--- config.mk ---
export PLATFORM = sky130hd
export DESIGN_NAME = dram_arbiter
export DESIGN_NICKNAME = d
export VERILOG_FILES = /design/src/rtl/dram_arb_pkg.sv /design/src/rtl/dram_arbiter.sv
export SDC_FILE = /design/constraint.sdc
export NUM_CORES = 1
export LEC_CHECK = 0
export CAP_MARGIN = 10
export CORE_MARGIN = 5
export CORE_UTILIZATION = 44
export DETAILED_ROUTE_END_ITERATION = 10
export GPL_ROUTABILITY_DRIVEN = 0
export PLACE_DENSITY = 0.86
export SLEW_MARGIN = 20
export SYNTH_ARGS = -nofsm -noshare
export SYNTH_HDL_FRONTEND = slang
export SYNTH_SLANG_ARGS = --single-unit
--- constraint.sdc ---
create_clock -name clock -period 2.1 [get_ports clock]
set_input_delay 0.525 -clock clock [delete_from_list [all_inputs] [get_ports clock]]
set_output_delay 0.525 -clock clock [all_outputs]
set_load 0.05 [all_outputs]
--- src/rtl/dram_arb_pkg.sv ---
// Shared types and defaults for the three-port DRAM arbiter: FSM states,
// owner encoding and default bus widths.
package dram_arb_pkg;

    typedef enum logic [1:0] {
        IDLE  = 2'd0,
        ISSUE = 2'd1,
        WAIT  = 2'd2,
        ACK   = 2'd3
    } state_t;

    typedef enum logic [1:0] {
        OWN_NONE = 2'd0,
        OWN_RX   = 2'd1,
        OWN_CPU  = 2'd2,
        OWN_TX   = 2'd3
    } owner_t;

    localparam int DEF_ADDR_W = 16;
    localparam int DEF_DATA_W = 8;

endpackage

--- src/rtl/dram_arbiter.sv ---
// Fixed-priority (rx > cpu > tx) single-port DRAM arbiter: one access at a
// time through IDLE -> ISSUE -> (WAIT) -> ACK with registered outputs.
module dram_arbiter
    import dram_arb_pkg::*;
#(
    parameter int ADDR_W = DEF_ADDR_W,
    parameter int DATA_W = DEF_DATA_W,
    parameter int RD_LAT = 1
) (
    input  logic              clock,
    input  logic              reset_n,
    input  logic              rx_req,
    input  logic [ADDR_W-1:0] rx_addr,
    input  logic [DATA_W-1:0] rx_wdata,
    output logic              rx_ack,
    input  logic              cpu_req,
    input  logic              cpu_we,
    input  logic [ADDR_W-1:0] cpu_addr,
    input  logic [DATA_W-1:0] cpu_wdata,
    output logic [DATA_W-1:0] cpu_rdata,
    output logic              cpu_ack,
    input  logic              tx_req,
    input  logic [ADDR_W-1:0] tx_addr,
    output logic [DATA_W-1:0] tx_rdata,
    output logic              tx_ack,
    output logic [ADDR_W-1:0] dram_addr,
    output logic [DATA_W-1:0] dram_wdata,
    output logic              dram_we,
    input  logic [DATA_W-1:0] dram_rdata,
    output logic              busy
);

    localparam int CNT_W = (RD_LAT < 2) ? 1 : $clog2(RD_LAT + 1);
    localparam logic [CNT_W-1:0] LAT_LAST = CNT_W'(RD_LAT);

    state_t           state;
    owner_t           owner;
    logic             we_lat;
    logic [CNT_W-1:0] lat_cnt;

    assign busy = (state != IDLE);

    always_ff @(posedge clock or negedge reset_n) begin
        if (!reset_n) begin
            state      <= IDLE;
            owner      <= OWN_NONE;
            we_lat     <= 1'b0;
            lat_cnt    <= '0;
            dram_addr  <= '0;
            dram_wdata <= '0;
            dram_we    <= 1'b0;
            cpu_rdata  <= '0;
            tx_rdata   <= '0;
            rx_ack     <= 1'b0;
            cpu_ack    <= 1'b0;
            tx_ack     <= 1'b0;
        end else begin
            // Strobes default low so each one lives exactly one state.
            dram_we <= 1'b0;
            rx_ack  <= 1'b0;
            cpu_ack <= 1'b0;
            tx_ack  <= 1'b0;
            case (state)
                IDLE: begin
                    if (rx_req) begin
                        owner      <= OWN_RX;
                        dram_addr  <= rx_addr;
                        dram_wdata <= rx_wdata;
                        we_lat     <= 1'b1;
                        dram_we    <= 1'b1;
                        state      <= ISSUE;
                    end else if (cpu_req) begin
                        owner      <= OWN_CPU;
                        dram_addr  <= cpu_addr;
                        dram_wdata <= cpu_wdata;
                        we_lat     <= cpu_we;
                        dram_we    <= cpu_we;
                        state      <= ISSUE;
                    end else if (tx_req) begin
                        owner     <= OWN_TX;
                        dram_addr <= tx_addr;
                        we_lat    <= 1'b0;
                        state     <= ISSUE;
                    end
                end
                ISSUE: begin
                    if (we_lat) begin
                        rx_ack  <= (owner == OWN_RX);
                        cpu_ack <= (owner == OWN_CPU);
                        tx_ack  <= (owner == OWN_TX);
                        state   <= ACK;
                    end else begin
                        lat_cnt <= CNT_W'(1);
                        state   <= WAIT;
                    end
                end
                WAIT: begin
                    // lat_cnt counts DRAM cycles elapsed since the address was issued.
                    if (lat_cnt == LAT_LAST) begin
                        if (owner == OWN_CPU) cpu_rdata <= dram_rdata;
                        if (owner == OWN_TX)  tx_rdata  <= dram_rdata;
                        cpu_ack <= (owner == OWN_CPU);
                        tx_ack  <= (owner == OWN_TX);
                        lat_cnt <= '0;
                        state   <= ACK;
                    end else begin
                        lat_cnt <= lat_cnt + CNT_W'(1);
                    end
                end
                ACK: begin
                    owner <= OWN_NONE;
                    state <= IDLE;
                end
                default: state <= IDLE;
            endcase
        end
    end

endmodule

# Yosys cells after proc, flatten, opt, wreduce, memory -nomap -nowiden
# Cells that the tools add are included.
# W data, S select, Z words.
[totals] inputBits=78 out_inout_bits=45 regBits=50
[classes] n_mux=32 n_reduce_logical=13 add_sub_neg=1 n_eq_ne=9
[ops] operator="$mux W16" n=3
[ops] operator="$mux W8" n=2
[ops] operator="$mux W1" n=15
[ops] operator="$mux W2" n=7
[ops] operator="$reduce_and A2 Y1" n=5
[ops] operator="$eq A2 B2 Y1 const B" n=4
[ops] operator="$pmux W2 S4" n=1
[ops] operator="$reduce_bool A2 Y1" n=4
[ops] operator="$pmux W1 S2" n=3
[ops] operator="$reduce_and A3 Y1" n=2
[ops] operator="$eq A2 B1 Y1 const B" n=2
[ops] operator="$ne A2 B2 Y1 const B" n=2
[ops] operator="$ne A4 B4 Y1 const B" n=1
[ops] operator="$pmux W2 S2" n=1
[ops] operator="$reduce_bool A3 Y1" n=1
[ops] operator="$logic_not A2 Y1" n=1
[ops] operator="$add A1 B1 Y1 const B" n=1

# Logic depth before layout (Yosys ltp)
# Gate-level depths: netlist of the first run.
[depth] ltp_word=4 depth_mapped=6 ltp_nobuf=5

# Least setup slack after synthesis of the first run
# OpenSTA, ideal clock, no wires.
[synth_timing] kind="reg-to-output" start="reg state[0]" end="out busy" path_stages_with_launch=4 t_required_ns=1.575 slack_ns=0.481 arrival_time_ns=1.094 cell_sequence="dfrtp_1 inv_1 ha_1 inv_1"
[synth_between] elab_chain_len=1
[synth_rtl] item="from (decl)" line="dram_arbiter.sv:36" rtl="state_t state;"
[synth_rtl] item="from (signal assigned)" line="dram_arbiter.sv:45" rtl="state <= IDLE;"
[synth_rtl] item="from (signal assigned)" line="dram_arbiter.sv:71" rtl="state <= ISSUE;"
[synth_rtl] item="from (signal assigned)" line="dram_arbiter.sv:78" rtl="state <= ISSUE;"
[synth_rtl] item="$reduce_bool A2 Y1" line="dram_arbiter.sv:41" rtl="assign busy = (state != IDLE);"
[synth_rtl] item="to (decl)" line="dram_arbiter.sv:30" rtl="output logic busy"
# Every way passes these cells.

# Worst setup path after layout of the first run
[layout_timing] start="reg dram_addr[9]" end="out dram_addr[9]"
[layout_lines] item="from (decl)" line="dram_arbiter.sv:26" rtl="output logic [ADDR_W-1:0] dram_addr,"
[layout_lines] item="from (signal assigned)" line="dram_arbiter.sv:67" rtl="dram_addr <= rx_addr;"
[layout_lines] item="from (signal assigned)" line="dram_arbiter.sv:74" rtl="dram_addr <= cpu_addr;"
[layout_lines] item="from (signal assigned)" line="dram_arbiter.sv:81" rtl="dram_addr <= tx_addr;"
# No word-level cell between the ends.

==> results of run 1 <==
[final cells by class]
| type | instances | area (um^2) | share of cell area |
|---|---|---|---|
| clock buffers | 5 | 68.8 | 0.0174 |
| clock inverters | 3 | 28.8 | 0.00729 |
| inverters | 6 | 22.5 | 0.00571 |
| multi-input cells | 139 | 1150 | 0.292 |
| flip-flops and latches | 50 | 1250 | 0.317 |
| well taps | 72 | 90.1 | 0.0228 |
| repair buffers | 131 | 1330 | 0.337 |
[kinds of logic after synthesis]
group                    share of synthesized area
AO/OA/AOI/OAI                               0.0754
adder cells (fa/ha/maj)                     0.0300
buffers and inverters                       0.0415
flip-flops                                   0.500
multiplexers                                 0.280
AND/OR/NAND/NOR                             0.0739
[worst reg2reg max path, cell delays in order, from the launching register on]
cell	delay, ns
dfrtp_1	0.43
inv_1	0.17
ha_1	0.29
nand4_2	0.33
mux2_2	0.38
[registers in the layout (all words and copies together), names as in the netlist]
register and count:
cpu_ack 1, cpu_rdata 8, dram_addr 16, dram_wdata 8
dram_we 1, lat_cnt 1, owner 2, rx_ack 1
state 2, tx_ack 1, tx_rdata 8, we_lat 1
[cells in the final DEF (no fill, tap or decap)]
cell             count
a211oi_1             1
a21o_1               1
a21oi_1              3
a2bb2oi_1            1
buf_12               4
buf_2                1
buf_4                6
clkbuf_8             5
clkdlybuf4s50_1    120
clkinv_4             1
dfrtp_1             50
ha_1                 5
ha_2                 1
inv_1                5
inv_2                1
inv_6                1
inv_8                1
mux2_2              28
mux2_4               9
mux2i_1             25
nand2_1             26
nand3_1              1
nand4_2              2
nor2_1               6
nor2b_1              1
nor3_1               1
nor3_4               1
nor3b_1              1
o21ai_0             14
o21ai_1             10
o21ai_2              1
o31ai_4              1
[layer usage]
metal,GRT usage,up-vias,share of wire
li1,-,974,-
met2,0.317,64,0.54
met1,0.200,934,0.39
met3,0.0427,4,0.058
met4,0.0388,0,0.0048
met5,0,-,0
[power by group through the flow]
stage / registers (mW) / clock network [mW] / logic (mW)
2_1_floorplan: 3.11 / 0 / 0.956
3_3_place_gp: 1.70 / 0 / 3.59
3_5_place_dp: 1.73 / 0 / 3.66
4_1_cts: 1.71 / 0.620 / 3.67
5_1_grt: 1.76 / 0.655 / 3.84
6_report: 1.71 / 0.595 / 3.64
[final timing paths]
kind,start,end
worst max-delay path,dram_addr[9],dram_addr[9]
worst min-delay path,reset_n,tx_rdata[2]
worst max register to register,state[0],tx_rdata[7]
worst min register to register,dram_addr[11],dram_addr[11]
max in group asynchronous,reset_n,dram_addr[3]
min in group clock,dram_addr[11],dram_addr[11]
[through the flow]
stage               std cells  utilization
detailed placement        398        0.698
finish                    406        0.716
floorplan                 204            -
global route              406        0.716
global placement          398        0.698
CTS                       406        0.716
[repair_timing]
| action | in CTS | in global routing |
|---|---|---|
| gates resized for setup | 0 | 1 |
| setup buffers | 0 | 0 |
| hold buffers | 0 | 0 |
| endpoints found under the setup margin | 0 | 1 |
==> summary.md, run 1 <==
| Metric | Value |
|---|---|
| LEAKAGE | 1.76 nW |
| Yosys warns | 0 |
| WP depth | 1 |
| Pins Over Slew Limit | 0 |
| Switching portion of total power | 0.482 |
| Synth area leaders | dfrtp_1, mux2_2, mux2i_1 |
| Netlist Area Pre-Place | 2500 um^2 |
| CP max stage cell | clkdlybuf4s50_1 |
| Yosys cell types | 27 |
| Worst path cell trace | clkdlybuf4s50_1 |
| Top Family by Delay on Critical Path | buffers and inverters |
| Chip width | 85.5 um |
| Initial antenna violation count | 0 |
| CTS tree | yes |
| Die H | 85.5 um |
| Row Count | 27 |
| Tmin final | 2.01 ns |
| Post-DP HPWL | 5.07 mm |
| Reg clk slew, reported paths | 0.10 ns |
| R2r setup slk | 0.39 ns |
| Post-layout nets | 417 |
| Buffers on Ports | 122 |
| Vias in the first global route | 2,138 |
| Count of state elements after synthesis | 50 |
| Worst path required time | 1.57 ns |
| WP data arrival | 1.49 ns |
| Depth of the most critical reg-to-reg path | 4 |
| Critical path type | flop to output pin |
| RSZ-0062 raised after global routing | false |
| NetSw | 2.86 mW |
| Initial Util | 0.455 |
| Yosys top cell area share | 0.500 |
| Total length of routed wires | 6.25 mm |
| Top cells by count, synth | dfrtp_1, mux2_2, nand2_1, mux2i_1, o21ai_0 |
| Die area | 7300 um^2 |
| N_diodes | 0 |
| Crit-path max FO | 2 |
| Critical path buffers and inverters | 1 |
| Num Clock Sinks | 50 |
| Hold/Removal Path Class | input pin to async pin |
| Total Neg Setup Slack | 0 ns |
| Layout area overhead | 57.5% |
| Num ports | 123 |
| CTS max path bufs | 2 |
| Maxcap violations | 0 |
| Number of synthesized flops with an enable pin | 0 |
| Yosys top cell by area | dfrtp_1 |
| Most common cell in the netlist | dfrtp_1 |
| Fmax | 0.497 GHz |
| Pre-CTS WS | -0.00747 ns |
| First-pass GRT wire length | 10.1 mm |
| Core Footprint | 5510 um^2 |
| Syn avg cell area | 12.3 um^2 |
| GRT Overall Usage | 0.172 |
| Post-Syn Nets | 288 |
| DRT Pass-1 Iters | 4 |
| Final Hold Fails | 0 |
| Final number of setup-violating endpoints | 0 |
| Power density cells | 1510 nW/um^2 |
| Cells after synthesis | 204 |
| Worst hold slack | 0.236 ns |
| Skew final | 0.00825 ns |
| Share of flip-flops with an asynchronous set or reset | 1.00 |
| Worst setup SP type | flop |
| Rel. slew slack | 0.567 |
| Setup crit end kind | output pin |
| Comb power frac | 0.613 |
| Period utilisation layout | 0.959 |
| Sequential-to-total area share from yosys stat | 0.500 |
| Status | finished clean |
| DR WL/cell | 15.4 um |
| Sequential power share | 0.287 |
| Largest net degree at the start of global routing | 31 |
| Root buf cell | clkbuf_8 |
| Instance area at placement | 3840 um^2 |
| Total CTS buffers | 5 |
| # fillers | 420 |
| Share of cells above drive strength 1 | 0.189 |
| Vias per cell | 4.87 |
| Final Instance Area | 3950 um^2 |
| DR vias | 1,976 |
| CP max stage delay | 0.82 ns |
| Overall power | 5.94 mW |
| Antenna viol nets, final | 0 |
| # DRC | 0 |
| Global route overflow | 0 |
| Top_reg_cell synth | dfrtp_1 |
| Drt initial violations | 67 |
| Final setup margin | 0.0868 ns |
| H-tree depth | 2 |
| Clk network pwr share | 0.100 |
| Worst Max-Slew Pin Slew | 0.650 ns |
| Peak VDD IR | 0.863 mV |
| Int Power | 3.08 mW |
| Clock Latency Late Sink | 0.31 ns |
(Power assumes the default switching activity.)
==> run 2, diff against run 1 <==
--- a/config.mk
+++ b/config.mk
@@ -6,7 +6,6 @@
 export NUM_CORES = 1
 export LEC_CHECK = 0
 export CAP_MARGIN = 10
-export CORE_MARGIN = 5
 export CORE_UTILIZATION = 44
 export DETAILED_ROUTE_END_ITERATION = 10
 export GPL_ROUTABILITY_DRIVEN = 0
==> run 2 against run 1 <==
  * Die area decreased by 18%
  * Sequential share of layout area hardly changed
  * Critical endpoint is now dram_addr[7]
  * First-iteration DRC count grew 42%
  * Highest routed layer unchanged
  * Global-route usage up 2.6 points
  * Worst setup slack worse by 0.013 ns
  * Non-clock buffer count fell by 2
  * Sequential power about the same
  * Combinational power hardly changed
  * Largest cell class unchanged
  * Clock-buffer cell count did not move
==> summary.md, run 2 (synthesis gave the netlist of run 1 again) <==
| Metric | Value |
|---|---|
| DR WL/cell | 14.2 um |
| Clock Latency Late Sink | 0.30 ns |
| CP max stage cell | clkdlybuf4s50_1 |
| Power density cells | 1520 nW/um^2 |
| Routed wl met2 | 2.97 mm |
| Routed met3 length | 296 um |
| WL met1 | 2.40 mm |
| DR vias | 1,990 |
| CP max stage delay | 0.82 ns |
| Vias per cell | 4.93 |
| Most common cell after layout, fill and taps aside | clkdlybuf4s50_1 |
| Worst Max-Slew Pin Slew | 0.537 ns |
| Rel. slew slack | 0.641 |
| Fin cells | 404 |
| Final Instance Area | 3950 um^2 |
| DRT Pass-1 Iters | 6 |
| Post-CTS Setup Bufs | 0 |
| Core Footprint | 5510 um^2 |
| Reg clk slew, reported paths | 0.09 ns |
| RSZ-0062 raised after global routing | false |
| Critical path buffers and inverters | 1 |
| LEAKAGE | 1.75 nW |
| Crit-path max FO | 2 |
| Chip width | 77.5 um |
| Pins Over Slew Limit | 0 |
| Top Family by Delay on Critical Path | buffers and inverters |
| # fillers | 414 |
| Tmin final | 2.03 ns |
| Instance area at placement | 3830 um^2 |
| CTS max path bufs | 2 |
| Post-DP HPWL | 4.50 mm |
| Die H | 77.5 um |
| Initial Util | 0.455 |
| Total length of routed wires | 5.74 mm |
| GRT Overall Usage | 0.198 |
| Num ports | 123 |
| Final number of setup-violating endpoints | 0 |
| Setup crit end kind | output pin |
| Largest net degree at the start of global routing | 34 |
| Root buf cell | clkbuf_8 |
| Initial antenna violation count | 0 |
| Period utilisation layout | 0.965 |
| N_diodes | 0 |
| Worst path cell trace | clkdlybuf4s50_1 |
| Max FFs per register | 16 |
| Most frequent cells in the layout | clkdlybuf4s50_1, dfrtp_1, mux2_2 |
| Final Hold Fails | 0 |
| Skew final | 0.00370 ns |
| Worst setup SP type | flop |
| Row Count | 27 |
| H-tree depth | 2 |
| CTS tree | yes |
| Vias in the first global route | 1,891 |
| Num Clock Sinks | 50 |
| Total Neg Setup Slack | 0 ns |
| R2r setup slk | 0.46 ns |
| Die area | 6000 um^2 |
| # DRC | 0 |
| Worst path required time | 1.57 ns |
| Top reg by flops | dram_addr |
| Fmax | 0.494 GHz |
| Share of cells above drive strength 1 | 0.184 |
| Critical path type | flop to output pin |
| Hold_buf cts | 0 |
| Layout area overhead | 57.5% |
| Antenna viol nets, final | 0 |
| Maxcap violations | 0 |
| DR top layer | met4 |
| Total CTS buffers | 5 |
| Buffers on Ports | 122 |
| WP data arrival | 1.50 ns |
| Peak VDD IR | 0.795 mV |
| Resized Gates After CTS | 0 |
| First-pass GRT wire length | 9.23 mm |
| Cells after DPL | 396 |
| Post-layout nets | 415 |
| Utilization after layout | 0.717 |
| Global route overflow | 0 |
| Drt initial violations | 95 |
| Hold/Removal Path Class | input pin to async pin |
| Status | finished clean |
## run 2: cell count changes in the layout (fill, tap and decap cells not counted), sizes merged
| cell | previous run | this run |
|---|---|---|
| clkinvlp | 0 | 2 |
| bufinv | 0 | 1 |
| clkinv | 1 | 0 |
| buf | 11 | 9 |
| inv | 8 | 6 |
## run 2: stage by stage
step / power (mW) / hold WS [ns] / setup slack [ns]
final: 6.00 / 0.175 / 0.0741
after global routing: 6.31 / 0.198 / 0.0315
after global placement: 5.25 / 0.462 / 0.111
after floorplan: 4.06 / 0.229 / 0.481
after detailed placement: 5.35 / 0.472 / 0.0376
after CTS: 6.03 / 0.186 / 0.0395
## run 2: final timing paths
check / startpoint / endpoint / cells past startpoint
setup / recovery: dram_addr[7] / dram_addr[7] / 1
hold / removal: reset_n / dram_addr[14] / 1
setup reg to reg: state[0] / cpu_rdata[6] / 4
hold reg to reg: dram_addr[12] / dram_addr[12] / 2
max in group asynchronous: reset_n / lat_cnt / 2
min in group clock: dram_addr[12] / dram_addr[12] / 2
## run 2: per-layer routing
| metal | track usage | vias up |
|---|---|---|
| met2 | 0.343 | 64 |
| met4 | 0.0642 | 0 |
| met1 | 0.239 | 949 |
| met3 | 0.0518 | 8 |
| li1 | - | 969 |
| met5 | 0 | - |
## run 2: layout make-up
class                   instances  area [um^2]  area share
clock inverters                 3         45.0      0.0114
clock buffers                   5         68.8      0.0174
multi-input cells             139         1150       0.292
inverters                       6         22.5     0.00571
well taps                      72         90.1      0.0228
repair buffers                129         1320       0.334
flip-flops and latches         50         1250       0.317
## run 2: where the power goes
group	internal, mW	total [mW]	switching, mW	leakage (nW)
Clock	0.354	0.682	0.327	0.0504
Sequential	1.43	1.71	0.277	0.606
Combinational	1.39	3.61	2.22	1.10
